--- src/rtl/inst_sequencer.sv ---
// Instruction buffer and issue sequencer feeding the PE control decoder.
// The host loads a program; on start it is replayed loop_cnt times, then drained before done.
module inst_sequencer #(
    parameter int INST_W = 64,
    parameter int DEPTH  = 16,
    parameter int ADDR_W = 4,
    parameter int GAP    = 0,
    parameter int DRAIN  = 6
) (
    input  logic              clk,
    input  logic              rst_n,
    input  logic              prog_v,
    output logic              prog_rdy,
    input  logic [INST_W-1:0] prog_inst,
    input  logic              prog_last,
    input  logic              clear,
    input  logic              start,
    input  logic [7:0]        loop_cnt,
    output logic              inst_v,
    output logic [INST_W-1:0] inst,
    output logic              busy,
    output logic              done,
    output logic [ADDR_W:0]   prog_len
);

    typedef enum logic [2:0] {
        S_IDLE  = 3'd0,
        S_READY = 3'd1,
        S_RUN   = 3'd2,
        S_GAP   = 3'd3,
        S_DRAIN = 3'd4
    } state_t;

    localparam logic [ADDR_W-1:0] PTR_ONE    = ADDR_W'(1);
    localparam logic [ADDR_W-1:0] PTR_MAX    = ADDR_W'(DEPTH - 1);
    localparam logic [ADDR_W:0]   LEN_ONE    = (ADDR_W + 1)'(1);
    localparam logic [7:0]        GAP_LAST   = 8'(GAP - 1);
    localparam logic [7:0]        DRAIN_LAST = 8'(DRAIN - 1);
    localparam logic              GAP_EN     = (GAP != 0);

    state_t              state_r, state_s;
    logic [ADDR_W-1:0]   wr_ptr_r, wr_ptr_s;
    logic [ADDR_W-1:0]   rd_ptr_r, rd_ptr_s;
    logic [ADDR_W:0]     prog_len_r, prog_len_s;
    logic [7:0]          passes_r, passes_s;
    logic [7:0]          cnt_r, cnt_s;
    logic                inst_v_r, inst_v_s;
    logic [INST_W-1:0]   inst_r, inst_s;
    logic                done_r, done_s;
    logic                busy_r, busy_s;
    logic                prog_rdy_r, prog_rdy_s;
    logic                wr_en_s;
    logic                pass_end_s;
    logic [INST_W-1:0]   mem_r [DEPTH];

    assign prog_rdy = prog_rdy_r;
    assign inst_v   = inst_v_r;
    assign inst     = inst_r;
    assign busy     = busy_r;
    assign done     = done_r;
    assign prog_len = prog_len_r;

    // Next-state, pointer and registered-output computation; clear overrides everything.
    always_comb begin
        state_s    = state_r;
        wr_ptr_s   = wr_ptr_r;
        rd_ptr_s   = rd_ptr_r;
        prog_len_s = prog_len_r;
        passes_s   = passes_r;
        cnt_s      = 8'd0;
        inst_v_s   = 1'b0;
        inst_s     = '0;
        done_s     = 1'b0;
        wr_en_s    = 1'b0;
        pass_end_s = ({1'b0, rd_ptr_r} == (prog_len_r - LEN_ONE));
        if (clear) begin
            state_s    = S_IDLE;
            wr_ptr_s   = '0;
            rd_ptr_s   = '0;
            prog_len_s = '0;
        end else begin
            case (state_r)
                S_IDLE: begin
                    if (prog_v && prog_rdy_r) begin
                        wr_en_s = 1'b1;
                        if (prog_last || (wr_ptr_r == PTR_MAX)) begin
                            prog_len_s = {1'b0, wr_ptr_r} + LEN_ONE;
                            wr_ptr_s   = '0;
                            state_s    = S_READY;
                        end else begin
                            wr_ptr_s = wr_ptr_r + PTR_ONE;
                        end
                    end else begin
                        wr_ptr_s = wr_ptr_r;
                    end
                end
                S_READY: begin
                    if (start) begin
                        rd_ptr_s = '0;
                        passes_s = (loop_cnt == 8'd0) ? 8'd1 : loop_cnt;
                        state_s  = S_RUN;
                    end else begin
                        state_s = S_READY;
                    end
                end
                S_RUN: begin
                    inst_v_s = 1'b1;
                    inst_s   = mem_r[rd_ptr_r];
                    if (pass_end_s) begin
                        rd_ptr_s = '0;
                        if (passes_r > 8'd1) begin
                            passes_s = passes_r - 8'd1;
                            state_s  = GAP_EN ? S_GAP : S_RUN;
                        end else begin
                            state_s = S_DRAIN;
                        end
                    end else begin
                        rd_ptr_s = rd_ptr_r + PTR_ONE;
                    end
                end
                S_GAP: begin
                    if (cnt_r == GAP_LAST) begin
                        state_s = S_RUN;
                    end else begin
                        cnt_s = cnt_r + 8'd1;
                    end
                end
                S_DRAIN: begin
                    if (cnt_r == DRAIN_LAST) begin
                        done_s  = 1'b1;
                        state_s = S_READY;
                    end else begin
                        cnt_s = cnt_r + 8'd1;
                    end
                end
                default: begin
                    state_s = S_IDLE;
                end
            endcase
        end
        // busy stays up through the done cycle so it falls the cycle after done
        busy_s     = (state_s == S_RUN) || (state_s == S_GAP) || (state_s == S_DRAIN) || done_s;
        prog_rdy_s = (state_s == S_IDLE);
    end

    // State and registered outputs; async reset clears outputs immediately.
    always_ff @(posedge clk or negedge rst_n) begin
        if (!rst_n) begin
            state_r    <= S_IDLE;
            wr_ptr_r   <= '0;
            rd_ptr_r   <= '0;
            prog_len_r <= '0;
            passes_r   <= 8'd0;
            cnt_r      <= 8'd0;
            inst_v_r   <= 1'b0;
            inst_r     <= '0;
            done_r     <= 1'b0;
            busy_r     <= 1'b0;
            prog_rdy_r <= 1'b1;
        end else begin
            state_r    <= state_s;
            wr_ptr_r   <= wr_ptr_s;
            rd_ptr_r   <= rd_ptr_s;
            prog_len_r <= prog_len_s;
            passes_r   <= passes_s;
            cnt_r      <= cnt_s;
            inst_v_r   <= inst_v_s;
            inst_r     <= inst_s;
            done_r     <= done_s;
            busy_r     <= busy_s;
            prog_rdy_r <= prog_rdy_s;
        end
    end

    // Program buffer storage, intentionally not reset.
    always_ff @(posedge clk) begin
        if (wr_en_s) begin
            mem_r[wr_ptr_r] <= prog_inst;
        end
    end

endmodule

--- config.mk ---
export PLATFORM = sky130hd
export DESIGN_NAME = inst_sequencer
export DESIGN_NICKNAME = d
export VERILOG_FILES = /design/src/rtl/inst_sequencer.sv
export SDC_FILE = /design/constraint.sdc
export NUM_CORES = 1
export LEC_CHECK = 0
export CAP_MARGIN = 20
export CORE_MARGIN = 2
export CORE_UTILIZATION = 35
export DETAILED_ROUTE_END_ITERATION = 10
export PLACE_DENSITY = 0.62
export SYNTH_ARGS = -nofsm -noshare
export SYNTH_HDL_FRONTEND = slang
export SYNTH_SLANG_ARGS = --single-unit
export TNS_END_PERCENT = 10
--- constraint.sdc ---
create_clock -name clk -period 8.2 [get_ports clk]
set_input_delay 1.23 -clock clk [delete_from_list [all_inputs] [get_ports clk]]
set_output_delay 1.23 -clock clk [all_outputs]
set_load 0.05 [all_outputs]
### Word-level counts from Yosys, hierarchy flattened

Memories as Yosys holds them, arrays and structs flattened.
Cells that the tools add are included.

| cells by class | value |
|---|---|
| reductions and logical operators | 17 |
| add/sub/neg operators | 6 |
| multiplexer cells | 42 |
| shift operators | 0 |
| equal/unequal tests | 15 |
| div/mod/pow operators | 0 |
| bitwise logic cells | 1 |
| multipliers | 0 |
| $lt $le $gt $ge | 1 |

Operator list:

| cell | number |
|---|---|
| 64-bit two-way mux | 2 |
| 8-bit two-way mux | 7 |
| 8-bit case mux with 2 select lines | 2 |
| 4-bit two-way mux | 7 |
| 3-bit two-way mux | 7 |
| 5-bit two-way mux | 4 |
| 3-bit case mux with 5 select lines | 1 |
| 3-bit by 2-bit equality test with 1-bit output (second input constant) | 4 |
| 1-bit two-way mux | 10 |
| 4-bit by 1-bit adder with 4-bit output (second input constant) | 2 |
| 8-bit by 1-bit adder with 8-bit output (second input constant) | 1 |
| 8-bit by 3-bit equality test with 1-bit output (second input constant) | 1 |
| 8-bit equality test (second input constant) | 1 |
| 8-bit by 1-bit greater-than comparator with 1-bit output (second input constant) | 1 |
| 8-bit zero test | 1 |
| 4-bit case mux with 2 select lines | 1 |
| 2-bit nonzero test | 4 |
| 8-bit by 1-bit subtractor with 8-bit output (second input constant) | 1 |
| 3-bit equality test (second input constant) | 2 |
| 3-bit zero test | 2 |
| 2-bit inequality test (second input constant) | 3 |
| 4-bit by 1-bit adder with 5-bit output (second input constant) | 1 |
| 4-bit by 5-bit equality test with 1-bit output | 1 |
| 5-bit AND reduction | 1 |
| other kinds (11) | 15 |

| word-level totals | value |
|---|---|
| output and inout bits | 73 |
| memories kept | 1 |
| register bits | 100 |
| latch bits | 0 |
| memory bits (writable) | 1024 |
| ROM bits | 0 |

Memory list:

| memory | words | width | read ports | clocked after Yosys merged registers in | wr ports | line | RTL |
|---|---|---|---|---|---|---|---|
| mem_r | 16 | 64 | 1 | 0 | 1 | 54 | `logic [INST_W-1:0] mem_r [DEPTH];` |

### Longest topological paths before layout

| logic depth | value |
|---|---|
| word-level depth | 10 |
| mapped depth | 9 |
| gate-level depth less buffers | 7 |

### Worst setup path before layout

OpenSTA, ideal clock, no wires.

| timing path | value |
|---|---|
| path type | input port to flip-flop |
| start | in prog_v |
| end | mem mem_r[3][0], enable pin |
| stages | 4 |
| slack | 1461 ps |
| arrival | 6174 ps |
| data required time | 7635 ps |
| path through | nand4b_1 nor2_1 nand2_1 nor3_1 |

| on the way | value |
|---|---|
| word-level cells in the longest chain between the ends | 6 |

RTL lines:

| item | line | RTL |
|---|---|---|
| from (decl) | 12 | `input logic prog_v,` |
| 1-bit logical AND | 84 | `if (prog_v && prog_rdy_r) begin` |
| 1-bit two-way mux | 84 |  |
| 1-bit two-way mux | 82 | `case (state_r)` |
| 1-bit two-way mux | 76 | `if (clear) begin` |
| 1-bit two-way mux | 177 | `if (wr_en_s) begin` |
| 1-bit two-way mux (not written as such) | 178 | `mem_r[wr_ptr_r] <= prog_inst;` |
| to (decl) | 54 |  |

No other way between the ends.

### Worst setup path after layout

| timing path | value |
|---|---|
| start | in prog_v |
| end | mem mem_r[15][37], enable pin |

The elaborated chain is that of the path after synthesis.

==> summary by stage <==
CTS
The count of H-tree levels built during CTS is 3. The number of sinks on the clock net is 1124. The latest clock arrival within the worst-skew pair is 0.70 ns. The number of post-CTS setup repair buffers is 0. The clock transition time at the flip-flop clock pins of the worst setup and hold paths is 0.06 ns. The number of buffers created by CTS is 112. The TritonCTS clock tree is built. The clock passes through at most 3 buffers. The tree is rooted in a sky130_fd_sc_hd__clkbuf_16.

Hold repair after CTS inserted 0 buffers. Gates resized during post-CTS repair numbered 0.

Cells and area
The number of fill cells in the layout is 10512. Summing all flip-flop and latch instances after layout gives 0.0333 mm^2. The signed area change from the synthesized netlist to the final layout is 16.8%. The utilization after layout is 41.1%.

The net total in the final layout is 2101. The post-route netlist has 26.3% of its cells at a drive strength greater than 1. The multi-input combinational cells in the finished layout cover a total of 0.00898 mm^2.

Synth
In the synthesized netlist the dominant register cell turns out to be sky130_fd_sc_hd__edfxtp_1. The number of nets in the synthesized netlist is 1891. Yosys printed 0 warnings. Each instance of the synthesized netlist takes up on average 23.7 um^2. Counting flops with a built-in enable in the synthesized netlist gives 1024. The synthesized netlist occupies a cell area of 0.0427 mm^2.

After synthesis, the share of flip-flops with an asynchronous set or reset is 8.90%. The number of distinct standard cells referenced by the synthesized netlist is 65. The sequential fraction of the synthesis area is 77.9%. Synthesis inferred 1124 register bits. The post-synthesis instance total is 1803.

Setup path
The worst setup path is captured at a flip-flop. In this design, the largest share of critical-path delay is due to simple AND/OR/NAND/NOR gates. Walking the worst path, the cells encountered are clkdlybuf4s50_1 -> nand4b_1 -> nor2_1 -> nand2_1 -> nor2_4 -> buf_4. The sort of element at the start of the critical path is an input port. Along the worst path, the maximum fanout reaches 44. On the worst path, the slowest cell contributes a delay of 0.83 ns. For this design, the slowest cell found on the critical path is sky130_fd_sc_hd__buf_4. Together, buffers and inverters on the worst path number 2. The critical path in this run is classified as input port to flip-flop.

For flop-to-flop paths, the worst setup slack is 4.40 ns. Data arrives at the worst endpoint at 4.35 ns. For the worst setup path, the data required time is 8.50 ns.

Place
Detailed placement ended at an HPWL of 52300 um. The pre-CTS setup slack is 3.26 ns. The congestion estimate from routability-driven global placement came to 0.733.

Port buffering added 150 buffers.

Routing
The first TritonRoute pass finished after 5 iterations. The final wirelength is 92200 um. The remaining design rule violation count is 0. The via count is 19081.

In the routed layout, each cell is associated on average with a via count of 5.10. The number of nets still failing antenna checks after routing is 0. For this block, the initial DRC count from the detailed router was 1781. After detailed routing, the average wire length per cell comes to 24.7 um.

Floorplanning
151 I/O pins were placed. The initial cell density of the core is 35.2%. The row count is 128.

The floorplan core area is 0.121 mm^2. The horizontal extent of the die is 353 um. The area enclosed by the die boundary is 0.125 mm^2. The floorplan step set the die height to 353 um.

Global routing
Entering global routing, the biggest net connects 145 pins. Global routing finished with a remaining overflow of 0. The wire length of the first global-routing pass is 139000 um. The initial antenna violation count came to 13. The overall routing resource usage is 14.9%.

The number of global-route vias before repair came to 20535.

STA
Final hold analysis gives a worst-case slack of 0.482 ns. The final hold violation count is 0. The clock period minus worst slack is 4.04 ns.

Setup violations remaining at the end of the flow were counted as 0. The post-route fraction of the period consumed by the critical path is 49.3%. The maximum operating frequency is 0.247 GHz. The post-route clock skew is 0.0310 ns. The worst slew margin relative to its limit is 28.8%. The measured slew at the worst slew-check pin is 1.07 ns. Summed over all failing endpoints, the final setup total negative slack is 0 ns. Setup repair after global routing left no endpoint under its margin. Once routing completed, OpenROAD measured the worst setup slack at 4.16 ns. The count of final max-slew check failures was 0.

Pwr
IR analysis of the VDD net gives a maximum drop of 0.000212 V. Dividing total power by cell area gives a power density of 237 mW/mm^2. The leakage power summed over all cells is 15.4 nW.

Total power for the finished layout comes to 11.8 mW.

Flow run
The tool flagged a number of max-cap violations equal to 0.

Run status
The run finished with clean final reports.

Hold path
The path class of the tightest hold or removal check is input port to asynchronous set/reset pin.
flip-flops by register name, indices dropped and copies added, names as in the netlist:
register,count
inst_v,1
cnt_r,8
wr_ptr_r,4
rd_ptr_r,4
mem_r,1024
busy,1
done,1
inst,64
passes_r,8
state_r,3
prog_rdy,1
prog_len,5
final cells by class:
class / count / share of cell area (%)
inverter: 11 / 0.0853
multi-input combinational: 578 / 18.0
sequential: 1124 / 66.7
clock inverter: 64 / 1.17
timing repair buffer: 186 / 3.81
clock buffer: 149 / 6.12
tap: 1625 / 4.08
antenna: 2 / 0.0100
worst paths after layout:
| path | from | endpoint | cells after the start |
|---|---|---|---|
| worst max-delay path | prog_v | mem_r[15][37] | 6 |
| worst max register to register | state_r[1] | mem_r[15][37] | 6 |
| max in group asynchronous | rst_n | rd_ptr_r[0] | 2 |
| min in group clk | cnt_r[0] | cnt_r[0] | 1 |
| worst min register to register | cnt_r[0] | cnt_r[0] | 1 |
| worst min-delay path | rst_n | inst[12] | 1 |
per-layer routing:
layer	up-vias	wire (um)	GRT usage, %
met5	-	39	0
met4	6	2000	3.66
met3	151	5150	2.90
met2	573	45800	24.7
met1	10300	39200	20.2
li1	8051	-	-
cells in the final DEF (no fill, tap or decap), types with 4 or more instances in the layout:
cell,instances
sky130_fd_sc_hd__edfxtp_1,1024
sky130_fd_sc_hd__mux4_2,320
sky130_fd_sc_hd__clkdlybuf4s50_1,149
sky130_fd_sc_hd__clkbuf_16,113
sky130_fd_sc_hd__dfrtp_1,95
sky130_fd_sc_hd__and2_1,64
sky130_fd_sc_hd__nor2_1,29
sky130_fd_sc_hd__buf_4,29
sky130_fd_sc_hd__clkbuf_1,27
sky130_fd_sc_hd__clkinv_2,25
sky130_fd_sc_hd__clkinv_1,17
sky130_fd_sc_hd__nand2_1,16
sky130_fd_sc_hd__nand3_1,12
sky130_fd_sc_hd__nor2_4,12
sky130_fd_sc_hd__inv_1,10
sky130_fd_sc_hd__ha_1,10
sky130_fd_sc_hd__clkbuf_8,9
sky130_fd_sc_hd__xor2_1,8
sky130_fd_sc_hd__a21oi_1,8
sky130_fd_sc_hd__o21ai_0,7
sky130_fd_sc_hd__xnor2_1,6
sky130_fd_sc_hd__bufinv_16,6
sky130_fd_sc_hd__a21o_1,5
sky130_fd_sc_hd__nand4_1,5
sky130_fd_sc_hd__clkinvlp_4,5
sky130_fd_sc_hd__buf_16,5
sky130_fd_sc_hd__nor3_1,4
sky130_fd_sc_hd__nand2b_1,4
sky130_fd_sc_hd__nor3_2,4
sky130_fd_sc_hd__inv_6,4
sky130_fd_sc_hd__dfrtp_4,4
stage by stage:
stage                     instances  cell area, um^2
after global placement         3519            46100
after global routing           3738            49900
after floorplan                1803            42700
after CTS                      3736            49800
after detailed placement       3523            46200
final                          3739            49900
logic make-up (layout without fill, tap and decap cells):
group	count (synthesis)	count (layout)	synth area share (%)
XOR/XNOR	14	14	0.287
buffers and inverters	101	410	1.34
AND/OR/NAND/NOR	179	179	2.35
AO/OA/AOI/OAI	51	51	0.873
flip-flops	1124	1124	77.9
multiplexers	324	324	17.0
other	0	2	0
adder cells (fa/ha/maj)	10	10	0.293
power breakdown:
group | switching (mW) | internal, mW
Clock | 2.17 | 2.83
Combinational | 0.263 | 0.207
Sequential | 0.0425 | 6.31
cells in the mapped netlist, drive strengths merged (2+ instances only):
cell type | count | area share [%]
clkbuf | 36 | 0.32
nand4b | 3 | 0.062
o21ai | 7 | 0.082
nand3 | 12 | 0.14
ha | 10 | 0.29
or2 | 3 | 0.044
nand2b | 4 | 0.059
nor3 | 8 | 0.094
nor2b | 2 | 0.029
inv | 11 | 0.097
o41ai | 2 | 0.041
or4 | 2 | 0.035
dfrtp | 99 | 5.8
nand4 | 5 | 0.073
o22a | 2 | 0.041
nand3b | 3 | 0.053
nor2 | 41 | 0.36
mux2i | 2 | 0.047
a31oi | 3 | 0.044
and3 | 2 | 0.029
nor4 | 4 | 0.11
buf | 54 | 0.92
a311o | 2 | 0.047
mux4 | 320 | 17
a21oi | 8 | 0.094
edfxtp | 1024 | 72
nand2 | 16 | 0.14
a21o | 5 | 0.088
a211o | 2 | 0.041
or3b | 2 | 0.041
xor2 | 8 | 0.16
mux2 | 2 | 0.053
nor3b | 3 | 0.053
xnor2 | 6 | 0.12
a211oi | 3 | 0.053
or3 | 2 | 0.029
and2 | 64 | 0.94
a311oi | 2 | 0.041
a22o | 3 | 0.062
Note: power is estimated with default switching activity, not from simulation.
